## src/rtl/stack_calc_core_pkg.sv

```systemverilog
// Shared encodings for the stack calculator core: opcodes, sub-ops, FSM states
// and stack-array modes, plus the operand-count helper.
package stack_calc_core_pkg;

  localparam logic [3:0] OP_NOOP = 4'h0;
  localparam logic [3:0] OP_PUSH = 4'h1;
  localparam logic [3:0] OP_POP  = 4'h2;
  localparam logic [3:0] OP_OUT  = 4'h3;
  localparam logic [3:0] OP_SWAP = 4'h4;
  localparam logic [3:0] OP_DUP  = 4'h5;
  localparam logic [3:0] OP_PUSF = 4'h6;
  localparam logic [3:0] OP_REPL = 4'h7;
  localparam logic [3:0] OP_BINA = 4'h8;
  localparam logic [3:0] OP_MULT = 4'h9;
  localparam logic [3:0] OP_IDIV = 4'hA;
  localparam logic [3:0] OP_CLFL = 4'hB;

  localparam logic [2:0] REPL_NOT = 3'd0;
  localparam logic [2:0] REPL_NEG = 3'd1;
  localparam logic [2:0] REPL_INC = 3'd2;
  localparam logic [2:0] REPL_DEC = 3'd3;
  localparam logic [2:0] REPL_SHR = 3'd4;
  localparam logic [2:0] REPL_SHL = 3'd5;
  localparam logic [2:0] REPL_ROR = 3'd6;
  localparam logic [2:0] REPL_ROL = 3'd7;

  localparam logic [2:0] BINA_ADD  = 3'd0;
  localparam logic [2:0] BINA_AND  = 3'd1;
  localparam logic [2:0] BINA_OR   = 3'd2;
  localparam logic [2:0] BINA_XOR  = 3'd3;
  localparam logic [2:0] BINA_ADDC = 3'd4;
  localparam logic [2:0] BINA_MULL = 3'd5;
  localparam logic [2:0] BINA_MULH = 3'd6;
  localparam logic [2:0] BINA_SUB  = 3'd7;

  localparam logic [2:0] PUSF_TOP    = 3'd0;
  localparam logic [2:0] PUSF_SECOND = 3'd1;
  localparam logic [2:0] PUSF_FLAGS  = 3'd2;
  localparam logic [2:0] PUSF_DEPTH  = 3'd3;

  typedef enum logic [2:0] {
    ST_FETCH = 3'd0,
    ST_LOAD  = 3'd1,
    ST_SUBOP = 3'd2,
    ST_EXEC  = 3'd3,
    ST_EXEC2 = 3'd4
  } state_e;

  typedef enum logic [2:0] {
    SM_IDLE  = 3'd0,
    SM_PUSH  = 3'd1,
    SM_POP   = 3'd2,
    SM_SWAP  = 3'd3,
    SM_ROLL  = 3'd4,  // replace top
    SM_ROLL2 = 3'd5,  // drop two, push one
    SM_RESET = 3'd6
  } stack_mode_e;

  // Minimum stack depth an opcode needs before it may touch the stack.
  function automatic logic [1:0] req_depth(input logic [3:0] op, input logic [2:0] sub);
    logic [1:0] r;
    r = 2'd0;
    case (op)
      OP_POP, OP_OUT, OP_DUP, OP_REPL:     r = 2'd1;
      OP_SWAP, OP_BINA, OP_MULT, OP_IDIV:  r = 2'd2;
      OP_PUSF: begin
        if (sub == PUSF_TOP)         r = 2'd1;
        else if (sub == PUSF_SECOND) r = 2'd2;
      end
      default: r = 2'd0;
    endcase
    return r;
  endfunction

endpackage

```

## src/rtl/stack_calc_core_stack_array.sv

```systemverilog
// Shift-style register stack: entry 0 is the top, vacated entries are zeroed,
// depth saturates at 0 and DEPTH.
module stack_array
  import stack_calc_core_pkg::*;
#(
  parameter int WIDTH = 8,
  parameter int DEPTH = 8,
  localparam int DW = $clog2(DEPTH + 1)
) (
  input  logic             clk,
  input  logic             rst_n,
  input  logic [2:0]       mode,
  input  logic [WIDTH-1:0] wdata,
  output logic [WIDTH-1:0] top,
  output logic [WIDTH-1:0] second,
  output logic [DW-1:0]    depth,
  output logic             full,
  output logic             empty
);

  localparam logic [DW-1:0] DEPTH_C = DW'(DEPTH);

  logic [WIDTH-1:0] ent_q   [DEPTH];
  logic [WIDTH-1:0] ent_d   [DEPTH];
  logic [WIDTH-1:0] above_w [DEPTH];
  logic [WIDTH-1:0] below_w [DEPTH];
  logic [DW-1:0]    depth_q, depth_d;

  // Neighbour taps for shifting: below feeds a push, above feeds a pop.
  genvar gi;
  for (gi = 0; gi < DEPTH; gi++) begin : g_nb
    if (gi == 0) begin : g_first
      assign below_w[gi] = wdata;
    end else begin : g_rest
      assign below_w[gi] = ent_q[gi-1];
    end
    if (gi == DEPTH - 1) begin : g_last
      assign above_w[gi] = '0;
    end else begin : g_mid
      assign above_w[gi] = ent_q[gi+1];
    end
  end

  assign full  = (depth_q == DEPTH_C);
  assign empty = (depth_q == '0);

  always_comb begin
    depth_d = depth_q;
    for (int i = 0; i < DEPTH; i++) ent_d[i] = ent_q[i];
    case (mode)
      SM_PUSH: begin
        for (int i = 0; i < DEPTH; i++) ent_d[i] = below_w[i];
        if (!full) depth_d = depth_q + DW'(1);
      end
      SM_POP: begin
        for (int i = 0; i < DEPTH; i++) ent_d[i] = above_w[i];
        if (!empty) depth_d = depth_q - DW'(1);
      end
      SM_SWAP: begin
        ent_d[0] = ent_q[1];
        ent_d[1] = ent_q[0];
      end
      SM_ROLL: ent_d[0] = wdata;
      SM_ROLL2: begin
        ent_d[0] = wdata;
        for (int i = 1; i < DEPTH; i++) ent_d[i] = above_w[i];
        if (!empty) depth_d = depth_q - DW'(1);
      end
      SM_RESET: begin
        for (int i = 0; i < DEPTH; i++) ent_d[i] = '0;
        depth_d = '0;
      end
      default: ;
    endcase
  end

  always_ff @(posedge clk) begin
    if (!rst_n) begin
      for (int i = 0; i < DEPTH; i++) ent_q[i] <= '0;
      depth_q <= '0;
    end else begin
      for (int i = 0; i < DEPTH; i++) ent_q[i] <= ent_d[i];
      depth_q <= depth_d;
    end
  end

  assign top    = (depth_q != '0)      ? ent_q[0] : '0;
  assign second = (depth_q >= DW'(2))  ? ent_q[1] : '0;
  assign depth  = depth_q;

endmodule

```

## src/rtl/stack_calc_core.sv

```systemverilog
// Stack calculator core: beat-wise opcode/operand fetch over valid/ready,
// inline ALU, sticky status flags and a second EXEC cycle for two-word results.
module stack_calc_core
  import stack_calc_core_pkg::*;
#(
  parameter int WIDTH   = 8,
  parameter int DEPTH   = 8,
  parameter int IN_BITS = 4,
  localparam int DW = $clog2(DEPTH + 1)
) (
  input  logic               clk,
  input  logic               rst_n,
  input  logic [IN_BITS-1:0] in_data,
  input  logic               in_valid,
  output logic               in_ready,
  output logic [WIDTH-1:0]   out_data,
  output logic [WIDTH-1:0]   top_word,
  output logic [WIDTH-1:0]   second_word,
  output logic [DW-1:0]      depth,
  output logic               carry_flag,
  output logic               error_flag,
  output logic               overflow_flag,
  output logic               underflow_flag,
  output logic               busy
);

  localparam int BEATS = WIDTH / IN_BITS;
  localparam int BW    = (BEATS > 1) ? $clog2(BEATS) : 1;

  state_e           state_q, state_d;
  logic [3:0]       opcode_q, opcode_d;
  logic [2:0]       subop_q, subop_d;
  logic [WIDTH-1:0] operand_q, operand_d;
  logic [BW-1:0]    beat_q, beat_d;
  logic [WIDTH-1:0] hi_q, hi_d;
  logic [WIDTH-1:0] out_q, out_d;
  logic             carry_q, carry_d, error_q, error_d;
  logic             ovf_q, ovf_d, unf_q, unf_d;

  stack_mode_e      sm_mode;
  logic [WIDTH-1:0] sm_wdata;
  logic [WIDTH-1:0] a_w, b_w;
  logic [DW-1:0]    depth_w;
  logic             full_w, empty_w;

  stack_array #(.WIDTH(WIDTH), .DEPTH(DEPTH)) u_stack (
    .clk    (clk),
    .rst_n  (rst_n),
    .mode   (sm_mode),
    .wdata  (sm_wdata),
    .top    (a_w),
    .second (b_w),
    .depth  (depth_w),
    .full   (full_w),
    .empty  (empty_w)
  );

  // ALU datapath; a is the top entry, b the one below it.
  logic [1:0]         need_w;
  logic               under_w, cin_w, div_zero_w;
  logic [WIDTH:0]     sum_w, diff_w;
  logic [2*WIDTH-1:0] prod_w;
  logic [WIDTH-1:0]   quot_w, rem_w, repl_w, bina_w, pusf_w;

  assign need_w     = req_depth(opcode_q, subop_q);
  assign under_w    = (need_w == 2'd2) ? (depth_w < DW'(2)) :
                      (need_w == 2'd1) ? empty_w : 1'b0;
  assign cin_w      = (subop_q == BINA_ADDC) && carry_q;
  assign sum_w      = {1'b0, a_w} + {1'b0, b_w} + {{WIDTH{1'b0}}, cin_w};
  assign diff_w     = {1'b0, b_w} - {1'b0, a_w};
  assign prod_w     = {{WIDTH{1'b0}}, a_w} * {{WIDTH{1'b0}}, b_w};
  assign div_zero_w = (a_w == '0);
  assign quot_w     = div_zero_w ? '0 : b_w / a_w;
  assign rem_w      = div_zero_w ? '0 : b_w % a_w;

  always_comb begin
    repl_w = ~a_w;
    case (subop_q)
      REPL_NOT: repl_w = ~a_w;
      REPL_NEG: repl_w = '0 - a_w;
      REPL_INC: repl_w = a_w + WIDTH'(1);
      REPL_DEC: repl_w = a_w - WIDTH'(1);
      REPL_SHR: repl_w = a_w >> 1;
      REPL_SHL: repl_w = a_w << 1;
      REPL_ROR: repl_w = {a_w[0], a_w[WIDTH-1:1]};
      REPL_ROL: repl_w = {a_w[WIDTH-2:0], a_w[WIDTH-1]};
      default:  repl_w = ~a_w;
    endcase
  end

  always_comb begin
    bina_w = sum_w[WIDTH-1:0];
    case (subop_q)
      BINA_ADD, BINA_ADDC: bina_w = sum_w[WIDTH-1:0];
      BINA_AND:  bina_w = a_w & b_w;
      BINA_OR:   bina_w = a_w | b_w;
      BINA_XOR:  bina_w = a_w ^ b_w;
      BINA_MULL: bina_w = prod_w[WIDTH-1:0];
      BINA_MULH: bina_w = prod_w[2*WIDTH-1:WIDTH];
      BINA_SUB:  bina_w = diff_w[WIDTH-1:0];
      default:   bina_w = sum_w[WIDTH-1:0];
    endcase
  end

  always_comb begin
    pusf_w = '0;
    case (subop_q)
      PUSF_TOP:    pusf_w = a_w;
      PUSF_SECOND: pusf_w = b_w;
      PUSF_FLAGS:  pusf_w = WIDTH'({ovf_q, unf_q, error_q, carry_q});
      PUSF_DEPTH:  pusf_w = WIDTH'(depth_w);
      default:     pusf_w = '0;
    endcase
  end

  always_comb begin
    state_d   = state_q;
    opcode_d  = opcode_q;
    subop_d   = subop_q;
    operand_d = operand_q;
    beat_d    = beat_q;
    hi_d      = hi_q;
    out_d     = out_q;
    carry_d   = carry_q;
    error_d   = error_q;
    ovf_d     = ovf_q;
    unf_d     = unf_q;
    sm_mode   = SM_IDLE;
    sm_wdata  = '0;
    in_ready  = 1'b0;

    case (state_q)
      ST_FETCH: begin
        in_ready = 1'b1;
        if (in_valid) begin
          opcode_d = in_data[3:0];
          beat_d   = '0;
          if (in_data[3:0] == OP_PUSH)
            state_d = ST_LOAD;
          else if (in_data[3:0] == OP_PUSF || in_data[3:0] == OP_REPL ||
                   in_data[3:0] == OP_BINA)
            state_d = ST_SUBOP;
          else
            state_d = ST_EXEC;
        end
      end
      ST_LOAD: begin
        in_ready = 1'b1;
        if (in_valid) begin
          operand_d[int'(beat_q)*IN_BITS +: IN_BITS] = in_data;
          if (beat_q == BW'(BEATS - 1)) begin
            beat_d  = '0;
            state_d = ST_EXEC;
          end else begin
            beat_d = beat_q + BW'(1);
          end
        end
      end
      ST_SUBOP: begin
        in_ready = 1'b1;
        if (in_valid) begin
          subop_d = in_data[2:0];
          state_d = ST_EXEC;
        end
      end
      ST_EXEC: begin
        state_d = ST_FETCH;
        if (under_w) begin
          unf_d = 1'b1;
        end else begin
          case (opcode_q)
            OP_PUSH, OP_DUP, OP_PUSF: begin
              if (full_w) begin
                ovf_d = 1'b1;
              end else begin
                sm_mode  = SM_PUSH;
                sm_wdata = (opcode_q == OP_PUSH) ? operand_q :
                           (opcode_q == OP_DUP)  ? a_w : pusf_w;
              end
            end
            OP_POP:  sm_mode = SM_POP;
            OP_OUT:  out_d   = a_w;
            OP_SWAP: sm_mode = SM_SWAP;
            OP_REPL: begin
              sm_mode  = SM_ROLL;
              sm_wdata = repl_w;
            end
            OP_BINA: begin
              sm_mode  = SM_ROLL2;
              sm_wdata = bina_w;
              if (subop_q == BINA_ADD || subop_q == BINA_ADDC) carry_d = sum_w[WIDTH];
              else if (subop_q == BINA_SUB)                   carry_d = diff_w[WIDTH];
            end
            OP_MULT: begin
              sm_mode  = SM_ROLL2;
              sm_wdata = prod_w[WIDTH-1:0];
              hi_d     = prod_w[2*WIDTH-1:WIDTH];
              state_d  = ST_EXEC2;
            end
            OP_IDIV: begin
              sm_mode  = SM_ROLL2;
              sm_wdata = quot_w;
              hi_d     = rem_w;
              if (div_zero_w) error_d = 1'b1;
              state_d  = ST_EXEC2;
            end
            OP_CLFL: begin
              carry_d = 1'b0;
              error_d = 1'b0;
              ovf_d   = 1'b0;
              unf_d   = 1'b0;
            end
            default: ;
          endcase
        end
      end
      // EXEC freed a slot, so this push always fits.
      ST_EXEC2: begin
        sm_mode  = SM_PUSH;
        sm_wdata = hi_q;
        state_d  = ST_FETCH;
      end
      default: state_d = ST_FETCH;
    endcase
  end

  always_ff @(posedge clk) begin
    if (!rst_n) begin
      state_q   <= ST_FETCH;
      opcode_q  <= '0;
      subop_q   <= '0;
      operand_q <= '0;
      beat_q    <= '0;
      hi_q      <= '0;
      out_q     <= '0;
      carry_q   <= 1'b0;
      error_q   <= 1'b0;
      ovf_q     <= 1'b0;
      unf_q     <= 1'b0;
    end else begin
      state_q   <= state_d;
      opcode_q  <= opcode_d;
      subop_q   <= subop_d;
      operand_q <= operand_d;
      beat_q    <= beat_d;
      hi_q      <= hi_d;
      out_q     <= out_d;
      carry_q   <= carry_d;
      error_q   <= error_d;
      ovf_q     <= ovf_d;
      unf_q     <= unf_d;
    end
  end

  assign out_data       = out_q;
  assign top_word       = a_w;
  assign second_word    = b_w;
  assign depth          = depth_w;
  assign carry_flag     = carry_q;
  assign error_flag     = error_q;
  assign overflow_flag  = ovf_q;
  assign underflow_flag = unf_q;
  assign busy           = (state_q != ST_FETCH);

endmodule
```

## config.mk

```make
export PLATFORM = sky130hd
export DESIGN_NAME = stack_calc_core
export DESIGN_NICKNAME = d
export VERILOG_FILES = /design/src/rtl/stack_calc_core_pkg.sv /design/src/rtl/stack_calc_core_stack_array.sv /design/src/rtl/stack_calc_core.sv
export SDC_FILE = /design/constraint.sdc
export NUM_CORES = 1
export LEC_CHECK = 0
export ABC_AREA = 1
export CORE_ASPECT_RATIO = 0.5
export CORE_MARGIN = 2
export CORE_UTILIZATION = 33
export DETAILED_ROUTE_END_ITERATION = 12
export GPL_TIMING_DRIVEN = 0
export REMOVE_ABC_BUFFERS = 1
export SLEW_MARGIN = 15
export SYNTH_ARGS = -nofsm -noshare
export SYNTH_HDL_FRONTEND = slang
export SYNTH_HIERARCHICAL = 1
export SYNTH_SLANG_ARGS = --single-unit
```

## constraint.sdc

```tcl
create_clock -name clk -period 9.75 [get_ports clk]
set_input_delay 1.95 -clock clk [delete_from_list [all_inputs] [get_ports clk]]
set_output_delay 1.95 -clock clk [all_outputs]
set_load 0.02 [all_outputs]
```

==> Word level (Yosys, flattened, before mapping) <==
Memory sizes are Yosys's and may differ from the RTL's.
Index checks and enable logic that the tools add are counted.
W data, S select, Z words.
{ "totals": {"regBits": 43, "ramBits": 64, "inputBits": 7, "out_inout_bits": 34, "word_cells": 190, "n_memories": 1} }
{ "mem_list": {"columns": ["memory", "words", "width", "read_ports", "rd_ports_with_merged_regs", "write_ports", "line_no", "text"], "rows": [
  ["u_stack.ent_q", 8, 8, 8, 0, 8, "stack_calc_core_stack_array.sv:23", "logic [WIDTH-1:0] ent_q [DEPTH];"]
]} }
{ "op_classes": {"add_sub_neg": 10, "n_mul": 1, "n_div": 2, "magnitude_cmp": 2, "eq_ne": 44, "shifts": 2, "mux": 63, "bitwise": 13, "n_reduce_logical": 40} }
{ "op_table": {"columns": ["cell", "n"], "rows": [
  ["$pmux W48 S3", 1],
  ["$mux W8", 16],
  ["$pmux W8 S8", 1],
  ["$pmux W8 S7", 1],
  ["$pmux W8 S3", 2],
  ["$pmux W8 S5", 1],
  ["$neg A3 Y33", 1],
  ["$shift A4 B33 Y8 const A", 1],
  ["$shiftx A4 B33 Y8", 1],
  ["$pmux W8 S2", 2],
  ["$pmux W8 S4", 1],
  ["$eq A3 B3 Y1 const B", 8],
  ["$eq A4 B3 Y1 const B", 6],
  ["$eq A4 B4 Y1 const B", 6],
  ["$mux W3", 7],
  ["$eq A3 B2 Y1 const B", 6],
  ["$mul A8 B8 Y16", 1],
  ["$mux W1", 16],
  ["$ne A2 B2 Y1 const B", 8],
  ["$reduce_and A4 Y1", 4],
  ["$pmux W3 S5", 1],
  ["$pmux W3 S4", 1],
  ["$pmux W4 S3", 1],
  ["$reduce_and A3 Y1", 4],
  ["other kinds (43)", 80]
]} }

==> Longest topological paths before layout <==
Gate-level depths: netlist of the first run.
{ "logic_depth": {"depth_word": 13, "ltp_mapped": 84, "mapped_depth_nobuf": 83} }

==> Hierarchy <==
The synthesis of the first run kept the hierarchy.
{ "by_module_without_submodules": {"columns": ["module", "instances", "cells_each", "area_each_um2", "seq_area_each_um2"], "rows": [
  ["stack_calc_core", 1, 1269, 8064.0, 780.7],
  ["stack_array", 1, 440, 3153.0, 1361.3]
]} }

==> Worst setup path after synthesis of the first run <==
No wires, ideal clock.
{ "synth_path": {"path_type": "register to register", "from": "reg u_stack.depth_q[1] (netlist: u_stack/depth[1])", "to": "mem u_stack.ent_q[0][0]", "setup_time_ns": 0.065, "t_arrival_ns": 10.703, "required_time_ns": 9.685, "setup_slack_ns": -1.018, "path_stages_with_launch": 79, "path_buffers": 1, "period_less_slack_ns": 10.768, "path_cell_list": "dfxtp_1 -> inv_1 -> nand2_1 -> nor2_2 -> nor2_1 -> clkbuf_1 -> inv_1 -> ha_1 -> inv_1 -> nor2_1 -> nand2_1 -> o21ai_1 -> inv_1 -> ha_1 -> inv_1 -> o21bai_1 -> nand2_1 -> nand2_1 -> [... 43 more ...] -> nand3_1 -> and2_1 -> ha_1 -> inv_1 -> nor3_1 -> nand2_1 -> o2111a_1 -> inv_1 -> nand2_1 -> inv_1 -> a21oi_1 -> o2111ai_1 -> nand2_1 -> nand2_1 -> inv_1 -> o22ai_1 -> a21oi_1 -> nor2_1"} }
{ "synth_lines": {"columns": ["item", "line_no", "text"], "rows": [
  ["from (decl)", "stack_calc_core_stack_array.sv:27", "logic [DW-1:0] depth_q, depth_d;"],
  ["from (signal assigned)", "stack_calc_core_stack_array.sv:83", "depth_q <= depth_d;"],
  ["to (decl)", "stack_calc_core_stack_array.sv:23", null]
]} }

==> results.cfg, run 1 <==
[sta]
final.setup.tns_ns = -0.254
finalSetupViolations = 2
tightestPinTransition_ns = 1.24
rsz0062_at_grt = yes
min_period_over_period_pct = 102
setup_slack_ns = -0.242
fin_crit_ns = 9.99
max_slew_margin_pct = 17.0
fin_worst_skew_ns = 0.00581
slew_viol_final = 0
hold_viol = 0
timing.fmax_mhz = 100

[status]
violations = setup timing
outcome = finished, violations left

[final_layout]
final_cell_area_sq_um = 13800
fillers = 3382
fin_nets = 1944
drive_gt1_share_pct = 17.5
area_delta_synth_final_pct = 23.2
final_cells = 2234

[clock_network]
hold_buffers = 0
cts_tree = built
clk_pin_slew_worst_paths_ns = 0.07
cts-root-buf = clkbuf_16
cts_buffer_depth = 2
insertion_delay_ns = 0.36
cts_inserted_buffers = 9
clock_sinks = 107
htree_levels = 3

[logic_synthesis]
synth-compound-area-share_pct = 22.1
synth_common_cells = 380 x nand2_1, 252 x inv_1, 172 x o21ai_0, 148 x a21oi_1, 117 x nor2_1
async_flop_share_pct = 0
synth_fa_ha_area_share_pct = 19.5
ys_top_cells_by_area = dfxtp_1 19%, nand2_1 13%, ha_1 12%
synthXorXnorAreaFrac_pct = 2.50
synth_top_family_by_area = simple AND/OR/NAND/NOR gates
yosys.area_share.simple_pct = 25.3
ys_seq_area_share_pct = 19.1
synth-seq-cells = 107
syn_area_sq_um = 11200
synth.area.mux_share_pct = 0
synth.most_common_cell = nand2_1
netlist_instances = 1709
avgSynthCellArea_sq_um = 6.56
ys.flop_type = dfxtp_1
yosysTopAreaCellShare_pct = 19.1
synth_edf_count = 0
synth_top_cell_by_area = dfxtp_1
ys_warn_count = 6
synthDistinctLibCells = 62

[place]
dpl-instance-area_sq_um = 12100
gp_congestion = 0.955
dp_cells = 2148
detailed_place_hpwl_mm = 27.1
dp_slack_ns = -2.88
io_buffers = 40

[floorplan]
die_area_sq_um = 35600
die_w_um = 265
dieHeight_um = 134
core-area_sq_um = 33300
rows = 47
initial_core_util_pct = 33.7
io_pins = 41

[critical_path]
worstSetupPathType = reg2reg
critPathCaptureType = flop
crit_path_frequent_cell = nand2_2
cp.required_ns = 9.99
cp.arrival_ns = 10.23
cp_max_fo = 8
slowest_stage = fa_2
startpoint_type = flop
critPathMaxStageDelay_ns = 0.41

[power]
powerDensity_nw_per_um2 = 108
peakVddDrop_mv = 0.0889
power_w = 0.00149
p_leak_nw = 6.19

[min_path]
hp-class = reg2reg

[route]
drt_iter0_drc = 1293
ant_nets = 0
vias = 11800
wl_per_cell_um = 17.0
routed_via_density = 5.28
routed_wl_mm = 37.9
firstDrtPassIters = 5
drc_errors = 0

[global_routing]
first_global_vias = 10500
grt-ovfl-total = 0
grt_start_max_net_pins = 55
antenna_found_initial = 1
track_usage_pct = 20.2
grt_pass1_wl_mm = 57.4

[run]
cap_violations = 0
==> kinds of logic (layout without fill, tap and decap cells) <==
kind of cell | count (synthesis) | count (layout)
AOI/OAI and AO/OA | 437 | 437
xor gates and xnor gates | 32 | 32
adders and majority gates | 150 | 150
buffers and inverters | 328 | 411
DFF | 107 | 107
other | 0 | 1
and+or+nand+nor | 655 | 655
==> cell type report <==
cell class / count / area, sq um / area share, %
diodes: 1 / 2.50 / 0.0181
clock buffers: 10 / 239 / 1.73
clock inverters: 6 / 81.3 / 0.589
inverters: 273 / 1060 / 7.68
multi-input cells: 1274 / 8560 / 62.0
flip-flops and latches: 107 / 2150 / 15.6
well taps: 441 / 552 / 3.99
repair buffers: 122 / 1160 / 8.43
==> layer usage <==
layer	global-route usage (%)	wire, um	vias to the layer above
met5	0	0	-
met4	6.50	986	0
met3	5.54	3250	71
met2	29.4	16200	413
li1	-	-	5796
met1	28.7	17500	5516
==> flip-flops by register name, indices dropped and copies added (netlist names) <==
signal          cells
state_q             3
underflow_flag      1
out_data            8
hi_q                8
u_stack/ent_q      64
subop_q             3
beat_q              1
u_stack/depth       4
carry_flag          1
overflow_flag       1
opcode_q            4
operand_q           8
error_flag          1
==> layout by cell type, fill, tap and decap left out, types with 11 or more instances in the layout <==
master and count:
nand2_1 348, inv_1 226, o21ai_0 160, a21oi_1 141
dfxtp_1 103, nor2_1 97, ha_1 91, nand3_1 60
buf_4 58, fa_1 40, clkdlybuf4s50_1 39, inv_2 32
nand2_2 31, xor2_1 29, nor2_4 19, ha_4 18
nand3_2 15, nor3_1 15, o22ai_1 15, nor2_2 14
o211ai_1 14, a31oi_1 14, o21ai_1 11, buf_6 11
==> stage by stage <==
stage / hold slack [ns] / utilization (%)
floorplan: 0.423 / -
global placement: 0.450 / 35.8
detailed placement: 0.453 / 36.5
CTS: 0.469 / 38.8
global route: 0.486 / 41.5
finish: 0.466 / 41.5
==> power breakdown <==
part	internal (W)	switching, W	leakage [nW]	total, W
logic	0.000212	0.000366	5.16	0.000578
clock network	0.000211	0.000177	0.156	0.000388
registers	0.000483	0.0000398	0.868	0.000523
total	0.000907	0.000582	6.19	0.00149
==> final timing paths <==
path / start / endpoint / slack, ns / cells past startpoint
min: operand_q[1] / operand_q[1] / 0.47 / 2
max: u_stack/depth[3] / u_stack/ent_q[0][0] / -0.24 / 74
max reg2reg: u_stack/depth[3] / u_stack/ent_q[0][0] / -0.24 / 74
min reg2reg: operand_q[1] / operand_q[1] / 0.47 / 2
==> worst max-delay path: cells and delay by family, from the launching register on <==
family                     cells  cell delay, ns
AOI/OAI and AO/OA             13            1.43
xor gates and xnor gates       1            0.16
adders and majority gates      8            2.31
buffers and inverters         15            1.59
DFF                            1            0.36
and+or+nand+nor               37            3.95
==> repair_timing <==
| action | CTS | global route |
|---|---|---|
| resized for setup | 61 | 144 |
| setup buffers | 31 | 39 |
| pin swaps | 15 | 82 |
| setup endpoints to repair | 10 | 10 |
No activity file was read; power rests on OpenSTA's default activity.
==> run 2, diff against run 1 <==
- ABC_AREA: 1 -> unset
- CORE_ASPECT_RATIO: 0.5 -> 2
- clock period: 9.75 -> 9.25 ns (I/O delays scaled with it)
==> results.cfg, run 2 <==
[status]
outcome = finished, violations left
violations = setup timing

[place]
io_buffers = 40
dp_slack_ns = -6.31
dp_cells = 1790
detailed_place_hpwl_mm = 30.2
gp_congestion = 1.02

[route]
drc_errors = 0
firstDrtPassIters = 7
vias = 11100
drt_iter0_drc = 721
ant_nets = 0
routed_wl_mm = 41.9
wl_per_cell_um = 22.0
routed_via_density = 5.83

[clock_network]
cts_inserted_buffers = 9
cts_buffer_depth = 2
cts-root-buf = clkbuf_16
htree_levels = 3
insertion_delay_ns = 0.36
clock_sinks = 107
clk_pin_slew_worst_paths_ns = 0.07
hold_buffers = 0
cts_tree = built

[sta]
finalSetupViolations = 10
setup_slack_ns = -1.91
fin_crit_ns = 11.16
min_period_over_period_pct = 121
timing.fmax_mhz = 89.6
max_slew_margin_pct = 14.4
fin_hold_ws_ns = 0.477
final.setup.tns_ns = -17.25
slew_viol_final = 0
tightestPinTransition_ns = 1.27
rsz0062_at_grt = yes
hold_viol = 0
fin_worst_skew_ns = 0.00808

[final_layout]
area_delta_synth_final_pct = 23.7
regMostFlops = u_stack/ent_q
layout_common_cells = 238 x nor2_1, 100 x dfxtp_1, 94 x ha_1, 91 x nand2_1
layout_commonest_cell = nor2_1
final_util_pct = 41.2
fillers = 3259
final_cells = 1901
fin_nets = 1621
drive_gt1_share_pct = 17.6
diodes = 0
largest_reg_flops = 64

[logic_synthesis]
netlist_instances = 1385
synth.most_common_cell = nor2_1
ys_top_cells_by_area = dfxtp_1 20%, ha_1 12%, nor2_1 8.4%
ys_warn_count = 6
yosysTopAreaCellShare_pct = 19.6
synth_top_cell_by_area = dfxtp_1
ys_seq_area_share_pct = 19.6
synth-seq-cells = 107
synth_edf_count = 0
async_flop_share_pct = 0
synth_common_cells = 245 x nor2_1, 109 x ha_1, 107 x dfxtp_1, 93 x nand2_1, 87 x inv_1
ys.flop_type = dfxtp_1
synthDistinctLibCells = 90
syn_area_sq_um = 10900
avgSynthCellArea_sq_um = 7.90

[power]
pwr-share-comb_pct = 8.9
swShare_pct = 26.7
p_seq_share_pct = 52.2
p_int_w = 0.000689
peakVddDrop_mv = 0.159
pwr-share-clk_pct = 38.9
switchingPower_w = 0.000251
powerDensity_nw_per_um2 = 69.4
p_leak_nw = 5.55

[min_path]
hp-class = reg2reg
holdPathEnd = u_stack/ent_q[1][21]
min_from = u_stack/ent_q[1][29]
worstHoldPathCells = 2

[floorplan]
io_pins = 41
core-area_sq_um = 32800
initial_core_util_pct = 33.3
die_w_um = 133
rows = 94
dieHeight_um = 262
die_area_sq_um = 34700

[critical_path]
r2r_end = u_stack/ent_q[0][0]
cp.arrival_ns = 11.40
slowest_stage = or3_4
crit_path_frequent_cell = ha_1
r2r-start = u_stack/depth[0]
critPathMaxStageDelay_ns = 0.40
rr_worst_depth = 52
worstSetupPathType = reg2reg
cp.required_ns = 9.49
reg2reg_slack_ns = -1.91
cp_max_fo = 8
startpoint_type = flop
critPathCaptureType = flop

[global_routing]
antenna_found_initial = 0
first_global_vias = 11200
grt_start_max_net_pins = 42
grt-ovfl-total = 0
grt_pass1_wl_mm = 63.0
track_usage_pct = 23.8

[run]
cap_violations = 0
-- run 2: cell count changes in the layout (fill, tap and decap cells not counted), moves of 38 or more --
| cell | delta |
|---|---|
| nand2_1 | -257 |
| inv_1 | -145 |
| nor2_1 | +141 |
| o21ai_0 | -115 |
| a21oi_1 | -78 |
| o221ai_1 | +50 |
| nand3_1 | -40 |
| mux2i_1 | +38 |
-- run 2: per-stage QoR --
step	total power, W	instance area [sq um]
3_3_place_gp	0.000578	11500
3_5_place_dp	0.000583	11800
6_report	0.000940	13500
2_1_floorplan	0.000550	10600
4_1_cts	0.000954	13200
5_1_grt	0.000983	13500
-- run 2: how the worst max path moves through the flow --
stage,start,endpoint,depth (start not counted)
floorplan,u_stack/depth[1],u_stack/ent_q[0][0],48
global route,u_stack/depth[0],u_stack/ent_q[0][0],60
detailed placement,u_stack/depth[1],u_stack/ent_q[0][0],50
global placement,u_stack/depth[1],u_stack/ent_q[0][0],49
finish,u_stack/depth[0],u_stack/ent_q[0][0],52
CTS,u_stack/depth[0],u_stack/ent_q[0][0],55
-- run 2: cells by family after synthesis --
group	count (synthesis)	synth area share, %
flip-flops	107	19.6
AND/OR/NAND/NOR	493	20.4
AO/OA/AOI/OAI	363	24.1
multiplexers	53	5.55
adder cells (fa/ha/maj)	150	20.0
XOR/XNOR	52	4.16
buffers and inverters	167	6.21
-- run 2: worst max-delay path, delay by kind of cell, from the launching register on --
kind                     cells  cell delay (ns)
AND/OR/NAND/NOR             12             2.26
AO/OA/AOI/OAI               24             4.95
flip-flops                   1             0.35
multiplexers                 2             0.59
buffers and inverters        7             0.92
adder cells (fa/ha/maj)      7             1.96
-- run 2: routing by layer --
| metal | track usage [%] | routed length [um] | part of all wire [%] |
|---|---|---|---|
| met5 | 0 | 0 | 0 |
| met4 | 23.1 | 4560 | 11 |
| met3 | 2.98 | 1790 | 4.3 |
| met2 | 44.9 | 22000 | 52 |
| met1 | 21.5 | 13600 | 32 |
-- run 2: what timing repair did --
item                       CTS  global route
setup endpoints to repair   11            10
gates resized for setup    119            32
buffers inserted            74            23
pin swaps                   48            32
-- run 2: power groups by stage --
stage               logic [W]  clock network (W)  registers [W]
finish              0.0000835           0.000366       0.000490
global route        0.0000912           0.000400       0.000492
CTS                 0.0000828           0.000382       0.000489
detailed placement  0.0000823                  0       0.000501
global placement    0.0000769                  0       0.000502
floorplan           0.0000544                  0       0.000496
-- run 2: cell type report --
cell class	instances	area, sq um	area share (%)
Clock buffer	11	233	1.72
Timing Repair Buffer	145	1350	9.96
Multi-Input combinational cell	1111	8860	65.5
Sequential cell	107	2160	15.9
Inverter	90	348	2.57
Clock inverter	5	45.0	0.333
Tap cell	432	541	3.99
